<file path="config.mk">
export PLATFORM = sky130hd
export DESIGN_NAME = pwm_multi_channel
export DESIGN_NICKNAME = d
export VERILOG_FILES = /design/src/rtl/pwm_multi_channel.sv
export SDC_FILE = /design/constraint.sdc
export NUM_CORES = 1
export LEC_CHECK = 0
export ABC_CLOCK_PERIOD_IN_PS = 4100
export BUFFER_PORTS_ARGS = -buffer_cell sky130_fd_sc_hd__buf_2
export CORE_AREA = 2 2 96 168
export CTS_CLUSTER_SIZE = 20
export DETAILED_ROUTE_END_ITERATION = 7
export DIE_AREA = 0 0 98 170
export PLACE_DENSITY_LB_ADDON = 0.2
export SETUP_SLACK_MARGIN = 0.05
export SYNTH_ARGS = -nofsm -noshare
export SYNTH_HDL_FRONTEND = slang
export SYNTH_SLANG_ARGS = --single-unit
</file>
<file path="constraint.sdc">
create_clock -name clk -period 4.1 [get_ports clk]
set_input_delay 0 -clock clk [delete_from_list [all_inputs] [get_ports clk]]
set_output_delay 0 -clock clk [all_outputs]
set_load 0.05 [all_outputs]
</file>
<file path="src/rtl/pwm_multi_channel.sv">
// Multi-channel PWM: one shared period counter (edge or center aligned) feeds
// CHANNELS compare outputs; duty/period/mode are double-buffered to period boundaries.
module pwm_multi_channel #(
  parameter int BIT_WIDTH = 8,
  parameter int CHANNELS  = 4
) (
  input  logic                          clk,
  input  logic                          rst_n,
  input  logic                          enable,
  input  logic                          load,
  input  logic [CHANNELS*BIT_WIDTH-1:0] duty,
  input  logic [BIT_WIDTH-1:0]          max_value,
  input  logic                          center_mode,
  input  logic [CHANNELS-1:0]           invert,
  output logic [CHANNELS-1:0]           pwm_out,
  output logic [BIT_WIDTH-1:0]          counter,
  output logic                          period_end,
  output logic                          load_pending
);

  localparam logic [BIT_WIDTH-1:0] ONE = BIT_WIDTH'(1);

  typedef enum logic {UP = 1'b0, DOWN = 1'b1} dir_t;

  dir_t                 dir_reg, dir_next;
  logic [BIT_WIDTH-1:0] counter_reg, counter_next;
  logic [BIT_WIDTH-1:0] max_sh_reg, max_act_reg;
  logic                 mode_sh_reg, mode_act_reg;
  logic                 pending_reg, pending_next;
  logic                 period_end_reg;
  logic                 boundary;
  logic                 boundary_en;
  logic                 transfer;
  logic                 center_ok;

  // Next-state for the shared counter and direction FSM
  always_comb begin
    counter_next = counter_reg;
    dir_next     = dir_reg;
    boundary     = 1'b0;
    center_ok    = mode_act_reg && (max_act_reg > ONE);

    if (!center_ok) begin
      dir_next = UP;
      if (counter_reg == max_act_reg) begin
        boundary     = 1'b1;
        counter_next = '0;
      end else begin
        counter_next = counter_reg + ONE;
      end
    end else begin
      case (dir_reg)
        UP: begin
          if (counter_reg < max_act_reg) begin
            counter_next = counter_reg + ONE;
          end else begin
            dir_next     = DOWN;
            counter_next = max_act_reg - ONE;
          end
        end
        DOWN: begin
          if (counter_reg > ONE) begin
            counter_next = counter_reg - ONE;
          end else begin
            boundary     = 1'b1;
            counter_next = '0;
            dir_next     = UP;
          end
        end
        default: begin
          counter_next = '0;
          dir_next     = UP;
        end
      endcase
    end

    boundary_en = enable && boundary;
    // A load landing on the boundary goes straight to active, never pending
    transfer    = boundary_en && (pending_reg || load);

    pending_next = pending_reg;
    if (boundary_en) begin
      pending_next = 1'b0;
    end else if (load) begin
      pending_next = 1'b1;
    end
  end

  always_ff @(posedge clk or negedge rst_n) begin
    if (!rst_n) begin
      counter_reg    <= '0;
      dir_reg        <= UP;
      period_end_reg <= 1'b0;
      pending_reg    <= 1'b0;
      max_sh_reg     <= '1;
      max_act_reg    <= '1;
      mode_sh_reg    <= 1'b0;
      mode_act_reg   <= 1'b0;
    end else begin
      pending_reg    <= pending_next;
      period_end_reg <= boundary_en;
      if (enable) begin
        counter_reg <= counter_next;
        dir_reg     <= dir_next;
      end
      if (load) begin
        max_sh_reg  <= max_value;
        mode_sh_reg <= center_mode;
      end
      if (transfer) begin
        max_act_reg  <= load ? max_value   : max_sh_reg;
        mode_act_reg <= load ? center_mode : mode_sh_reg;
      end
    end
  end

  genvar gi;
  generate
    for (gi = 0; gi < CHANNELS; gi++) begin : g_ch
      logic [BIT_WIDTH-1:0] duty_sh_reg;
      logic [BIT_WIDTH-1:0] duty_act_reg;
      logic                 pwm_reg;

      // Compare uses the pre-update counter: one cycle from counter to pin
      always_ff @(posedge clk or negedge rst_n) begin
        if (!rst_n) begin
          duty_sh_reg  <= '0;
          duty_act_reg <= '0;
          pwm_reg      <= 1'b0;
        end else begin
          if (load) begin
            duty_sh_reg <= duty[gi*BIT_WIDTH +: BIT_WIDTH];
          end
          if (transfer) begin
            duty_act_reg <= load ? duty[gi*BIT_WIDTH +: BIT_WIDTH] : duty_sh_reg;
          end
          if (enable) begin
            pwm_reg <= (counter_reg < duty_act_reg) ^ invert[gi];
          end
        end
      end

      assign pwm_out[gi] = pwm_reg;
    end
  endgenerate

  assign counter      = counter_reg;
  assign period_end   = period_end_reg;
  assign load_pending = pending_reg;

endmodule

</file>
**After elaboration in Yosys (flattened, before gate mapping)**

Index checks and enable logic that the tools add are counted.

- Flip-flop bits (word level): 97
- Latch bits: 0
- Bits in writable memories: 0
- Bits in read-only memories: 0
- Input bits: 49
- Output and inout bits: 14
- Logic and storage cells: 62
- Memories kept: 0

- Add/subtract/negate cells: 3
- $mul: 0
- Div/mod/pow operators: 0
- Magnitude comparators: 7
- Eq/ne operators: 1
- Shift operators: 0
- Muxes and demuxes: 21
- Bitwise operators: 5
- Reductions and logical operators: 5

Operator list:

| cell | count |
|---|---|
| 8-bit two-way mux | 9 |
| 8-bit less-than comparator | 5 |
| 8-bit by 1-bit > comparator with 1-bit output (second input constant) | 2 |
| 8-bit case mux with 2 select lines | 1 |
| 8-bit by 1-bit subtractor with 8-bit output (second input constant) | 2 |
| 1-bit two-way mux | 10 |
| 8-bit by 1-bit adder with 8-bit output (second input constant) | 1 |
| 8-bit == test | 1 |
| 1-bit bitwise XOR | 4 |
| 1-bit logical AND | 3 |
| 1-bit case mux with 2 select lines | 1 |
| 2-bit nonzero test | 1 |
| 1-bit logical OR | 1 |
| 1-bit inverter | 1 |

**Longest topological paths before layout**

- Word-level depth: 6
- Depth in mapped cells: 11
- Gate-level depth less buffers: 8

**Worst setup path before layout**

OpenSTA, ideal clock, no wires.

- Kind: reg2reg
- Start point: reg counter_reg[3] (netlist: counter[3])
- End point: reg g_ch[0].duty_act_reg[0]
- Setup time: 0.128 ns
- Arrival: 2.553 ns
- Data required time: 3.972 ns
- Slack: 1.420 ns
- Stages on the path, launching flop included: 8
- Path buffers: 2
- Clock period less this slack: 2.680 ns
- Path through: dfrtp_1 clkbuf_1 or3_1 nor3_1 a21oi_2 nor4_4 buf_4 mux2_1

- Word-level cells in the longest chain between the ends: 6
- Elaborated cells between the ends (all ways): 8
- Those cells by class: order compare (1); eq/ne (1); mux (4); reduce/logical (2)

RTL lines:

| element | line | RTL |
|---|---|---|
| from (decl) | 26 | `logic [BIT_WIDTH-1:0] counter_reg, counter_next;` |
| from (signal assigned) | 103 | `counter_reg <= counter_next;` |
| 8-bit by 1-bit > comparator with 1-bit output | 62 | `if (counter_reg > ONE) begin` |
| 1-bit two-way mux | 62 |  |
| 1-bit two-way mux | 52 | `case (dir_reg)` |
| 1-bit two-way mux (*) | 43 | `if (!center_ok) begin` |
| 1-bit logical AND (*) | 77 | `boundary_en = enable && boundary;` |
| 1-bit logical AND (*) | 79 | `transfer = boundary_en && (pending_reg \|\| load);` |
| to (signal assigned) | 135 | `duty_act_reg <= load ? duty[gi*BIT_WIDTH +: BIT_WIDTH] : duty_sh_reg;` |
| to (decl) | 121 | `logic [BIT_WIDTH-1:0] duty_act_reg;` |

Mark *: on every way between the ends. The rest lies on a longest branch, timed or not.
A chain may end at the register's enable or synchronous reset.

**Final worst setup path**

- Start point: reg counter_reg[0] (netlist: counter[0])
- End point: reg g_ch[3].duty_act_reg[0]

- Word-level cells in the longest chain between the ends: 6
- Elaborated cells between the ends (all ways): 8
- Those cells by class: order compare (1); eq/ne (1); mux (4); reduce/logical (2)

RTL lines:

| element | line |
|---|---|
| 8-bit by 1-bit > comparator with 1-bit output | 62 |
| 1-bit two-way mux | 62 |
| 1-bit two-way mux | 52 |
| 1-bit two-way mux (*) | 43 |
| 1-bit logical AND (*) | 77 |
| 1-bit logical AND (*) | 79 |
| to (signal assigned) | 135 |
| to (decl) | 121 |

Marked as above.

==> flow_summary.ini <==
[cells_and_area]
finalInstanceArea_um2 = 6490
post_layout_nonfiller_instances = 798
share_of_final_layout_standard_cells_stronger_than_drive_strength_1 = 0.250
ant_diodes = 0
post-route-util = 0.426
flow.area_growth_from_synthesis_pct = 23.0
finalNetCount = 697

[placement]
finalWeightedCongestion = 0.923
dp.cells = 737
placement.setup.worst_slack_ns = 1.17
dp_hpwl_um = 9950
placedInstanceArea_um2 = 5730
io_buffers = 62

[sta]
timing.final.crit_share = 0.720
max_freq_mhz = 339
clock-skew-final_ns = 0.0103
tightestPinTransition_ns = 0.742
slew_headroom = 0.505
final.hold.worst_slack_ns = 0.0115
report.final.setup_viol = 0
report.final.hold_viol_count = 0
post-route-min-period_ns = 2.95
drv_slew = 0
post-route-worst-setup-slack_ns = 1.15
setup_repair_after_global_routing_missed_its_margin = no
setup-tns-final_ns = 0

[clock_network]
clock_tree_from_tritoncts = built
number_of_sinks_handled_by_clock_tree_synthesis = 97
numCtsBuffers = 9
cts.reportedPaths.clkPinSlew_ns = 0.07
ctsHtreeMaxLevel = 3
worst_skew_pair.late_latency_ns = 0.34
cts.root.buffer_cell = sky130_fd_sc_hd__clkbuf_16
postCtsSetupBuffers = 0
max-clock-path-buffers = 2

[floorplanning]
die_height_um = 170
row_count = 60
boundaryPins = 63
die_area_um2 = 16700
start_util = 0.346
design.core.area_um2 = 15200
die-width_um = 98

[yosys]
postSynth.topFlopCell = sky130_fd_sc_hd__dfrtp_1
ys_seq_area_frac = 0.464
number_of_enable_type_register_cells_in_the_synthesized_netlist = 0
post_synth_mux_area_share = 0.102
yosys_register_bits = 97
synth.net_count = 599
async_reset_ff_frac = 1.00
netlist_area_um2 = 5280
syn_avg_cell_area_um2 = 10.4
synth_top_family_by_area = compound AO/OA/AOI/OAI gates
synthXorXnorAreaFrac = 0.0199
synth_compound_area_frac = 0.141
yosys_cell_types = 51
synth-simple-area-share = 0.119
synthAdderAreaFrac = 0.0972
ys.warnings.count = 0
post_synth_inst_count = 509

[setup_path]
critical_path.top_delay_family = simple AND/OR/NAND/NOR gates
timing_worst_setup_path_type = reg -> reg
worst_setup_start_kind = flop
critical_path.cell_chain = inv_1 -> ha_1 -> nor2_1 -> nor3_1 -> a21oi_2 -> nor4_4 -> buf_4 -> mux2_1
critical_path_arrival_ns = 3.17
timing.critical_path.slowest_cell_delay_ns = 0.58
critPathCaptureType = flop
cp.buffers_inverters = 2
maximum_net_fanout_on_the_critical_path = 48
cp_max_stage_cell = sky130_fd_sc_hd__dfrtp_1
required_ns = 4.32

[detailed_routing]
vias_per_cell = 5.12
first_iter_violations = 156
route.antenna.remaining_nets = 0
first_pass_iteration_count_of_the_detailed_router = 4
drc_errors = 0
detailroute.via_count = 4088
route.final.wire_length_um = 13600
wl_per_cell_um = 17.0

[global_route]
grt_antenna_before_repair = 0
grt.total_usage = 0.167
globalRoute.totalOverflow = 0
grt_first_pass_wirelength_um = 21900
grt_max_degree = 56
vias_in_the_first_global_route = 4168

[worst_hold_path]
min_path_type = in -> reg

[power]
p_total_mw = 4.88
cellLeakagePower_nw = 2.88
max-vdd-ir-drop_uv = 287
power.density_cell_area_nw_per_um2 = 752

[outcome]
result_of_the_run = finished clean

[job]
cap_viol_max_count = 0
logic make-up after synthesis:
kind of cell | after synthesis
AO/OA/AOI/OAI | 118
XOR/XNOR | 12
adder cells (fa/ha/maj) | 41
buffers and inverters | 70
flip-flops | 97
multiplexers | 48
AND/OR/NAND/NOR | 123
Yosys cell counts (all sizes together), types with 9 or more instances:
library cell | number | share of area
ha | 41 | 0.097
dfstp | 16 | 0.080
xnor2 | 10 | 0.017
nor4 | 9 | 0.014
nor2 | 13 | 0.0092
nand2 | 44 | 0.031
nand4 | 16 | 0.019
inv | 43 | 0.031
clkbuf | 15 | 0.011
mux2 | 46 | 0.098
nor3 | 12 | 0.011
dfrtp | 81 | 0.38
buf | 12 | 0.017
a21oi | 23 | 0.023
o21ai | 45 | 0.043
cell usage in the layout (no fill, tap or decap), types with 2 or more instances in the layout:
cell                            instances
sky130_fd_sc_hd__mux2i_1                2
sky130_fd_sc_hd__ha_1                  41
sky130_fd_sc_hd__a21o_1                 8
sky130_fd_sc_hd__xor2_1                 2
sky130_fd_sc_hd__clkbuf_16              9
sky130_fd_sc_hd__or3_1                  5
sky130_fd_sc_hd__inv_1                 43
sky130_fd_sc_hd__nor3_1                12
sky130_fd_sc_hd__xnor2_1               10
sky130_fd_sc_hd__o22ai_1                6
sky130_fd_sc_hd__a31oi_1                5
sky130_fd_sc_hd__and3_1                 3
sky130_fd_sc_hd__nand2_1               44
sky130_fd_sc_hd__a2bb2oi_1              2
sky130_fd_sc_hd__dfrtp_1               81
sky130_fd_sc_hd__o31ai_1                6
sky130_fd_sc_hd__o21ai_1               32
sky130_fd_sc_hd__nand2b_1               5
sky130_fd_sc_hd__nand4_1               16
sky130_fd_sc_hd__o211ai_1               8
sky130_fd_sc_hd__dfstp_2               16
sky130_fd_sc_hd__clkinv_4               3
sky130_fd_sc_hd__o21ai_0               13
sky130_fd_sc_hd__mux2_1                 5
sky130_fd_sc_hd__o41ai_1                2
sky130_fd_sc_hd__buf_4                  8
sky130_fd_sc_hd__mux2_2                41
sky130_fd_sc_hd__or2_2                  3
sky130_fd_sc_hd__nand3_1                8
sky130_fd_sc_hd__nor2_1                13
sky130_fd_sc_hd__buf_2                 61
sky130_fd_sc_hd__a31o_2                 4
sky130_fd_sc_hd__a21oi_1               22
sky130_fd_sc_hd__nor4_1                 8
sky130_fd_sc_hd__dlygate4sd3_1         45
layer usage:
layer,vias to the layer above,global-route usage,part of all wire
li1,2009,-,-
met1,1985,0.199,0.41
met2,74,0.295,0.52
met3,20,0.0230,0.030
met4,0,0.0785,0.033
met5,-,0,0
worst min-delay path: stages:
cell                     delay [ns]
sky130_fd_sc_hd__buf_2         0.12
sky130_fd_sc_hd__nor2_1        0.10
sky130_fd_sc_hd__nor2_1        0.09
worst paths after layout:
check / depth (start not counted) / startpoint / slack [ns] / end
min in group asynchronous: 2 / rst_n / 0.25 / g_ch[0].pwm_reg$_DFFE_PN0P_
worst max-delay path: 8 / counter[0]$_DFFE_PN0P_ / 1.15 / g_ch[3].duty_act_reg[0]$_DFFE_PN0P_
max in group asynchronous: 3 / rst_n / 2.77 / max_sh_reg[7]$_DFF_PN1_
worst min-delay path: 3 / load / 0.01 / load_pending$_DFFE_PN0P_
worst max register to register: 8 / counter[0]$_DFFE_PN0P_ / 1.15 / g_ch[3].duty_act_reg[0]$_DFFE_PN0P_
worst min register to register: 1 / g_ch[3].duty_sh_reg[4]$_DFF_PN0_ / 0.50 / g_ch[3].duty_sh_reg[4]$_DFF_PN0_
report_power, final:
part / internal (mW) / leakage (nW) / switching [mW]
Sequential: 1.30 / 1.14 / 0.281
Combinational: 0.941 / 1.59 / 1.50
Clock: 0.482 / 0.146 / 0.379
Total: 2.72 / 2.88 / 2.16
timing repair:
item                                   4_1_cts  5_1_grt
gates resized for setup                      0        0
endpoints found under the hold margin       85        0
hold buffers                                45        0
final cells by class:
class	instances	area [µm²]
fillers	1455	8750
multi-input cells	342	2530
flip-flops and latches	97	2450
repair buffers	114	816
well taps	186	233
clock buffers	10	229
inverters	43	161
clock inverters	6	80.1
(Power assumes the default switching activity.)
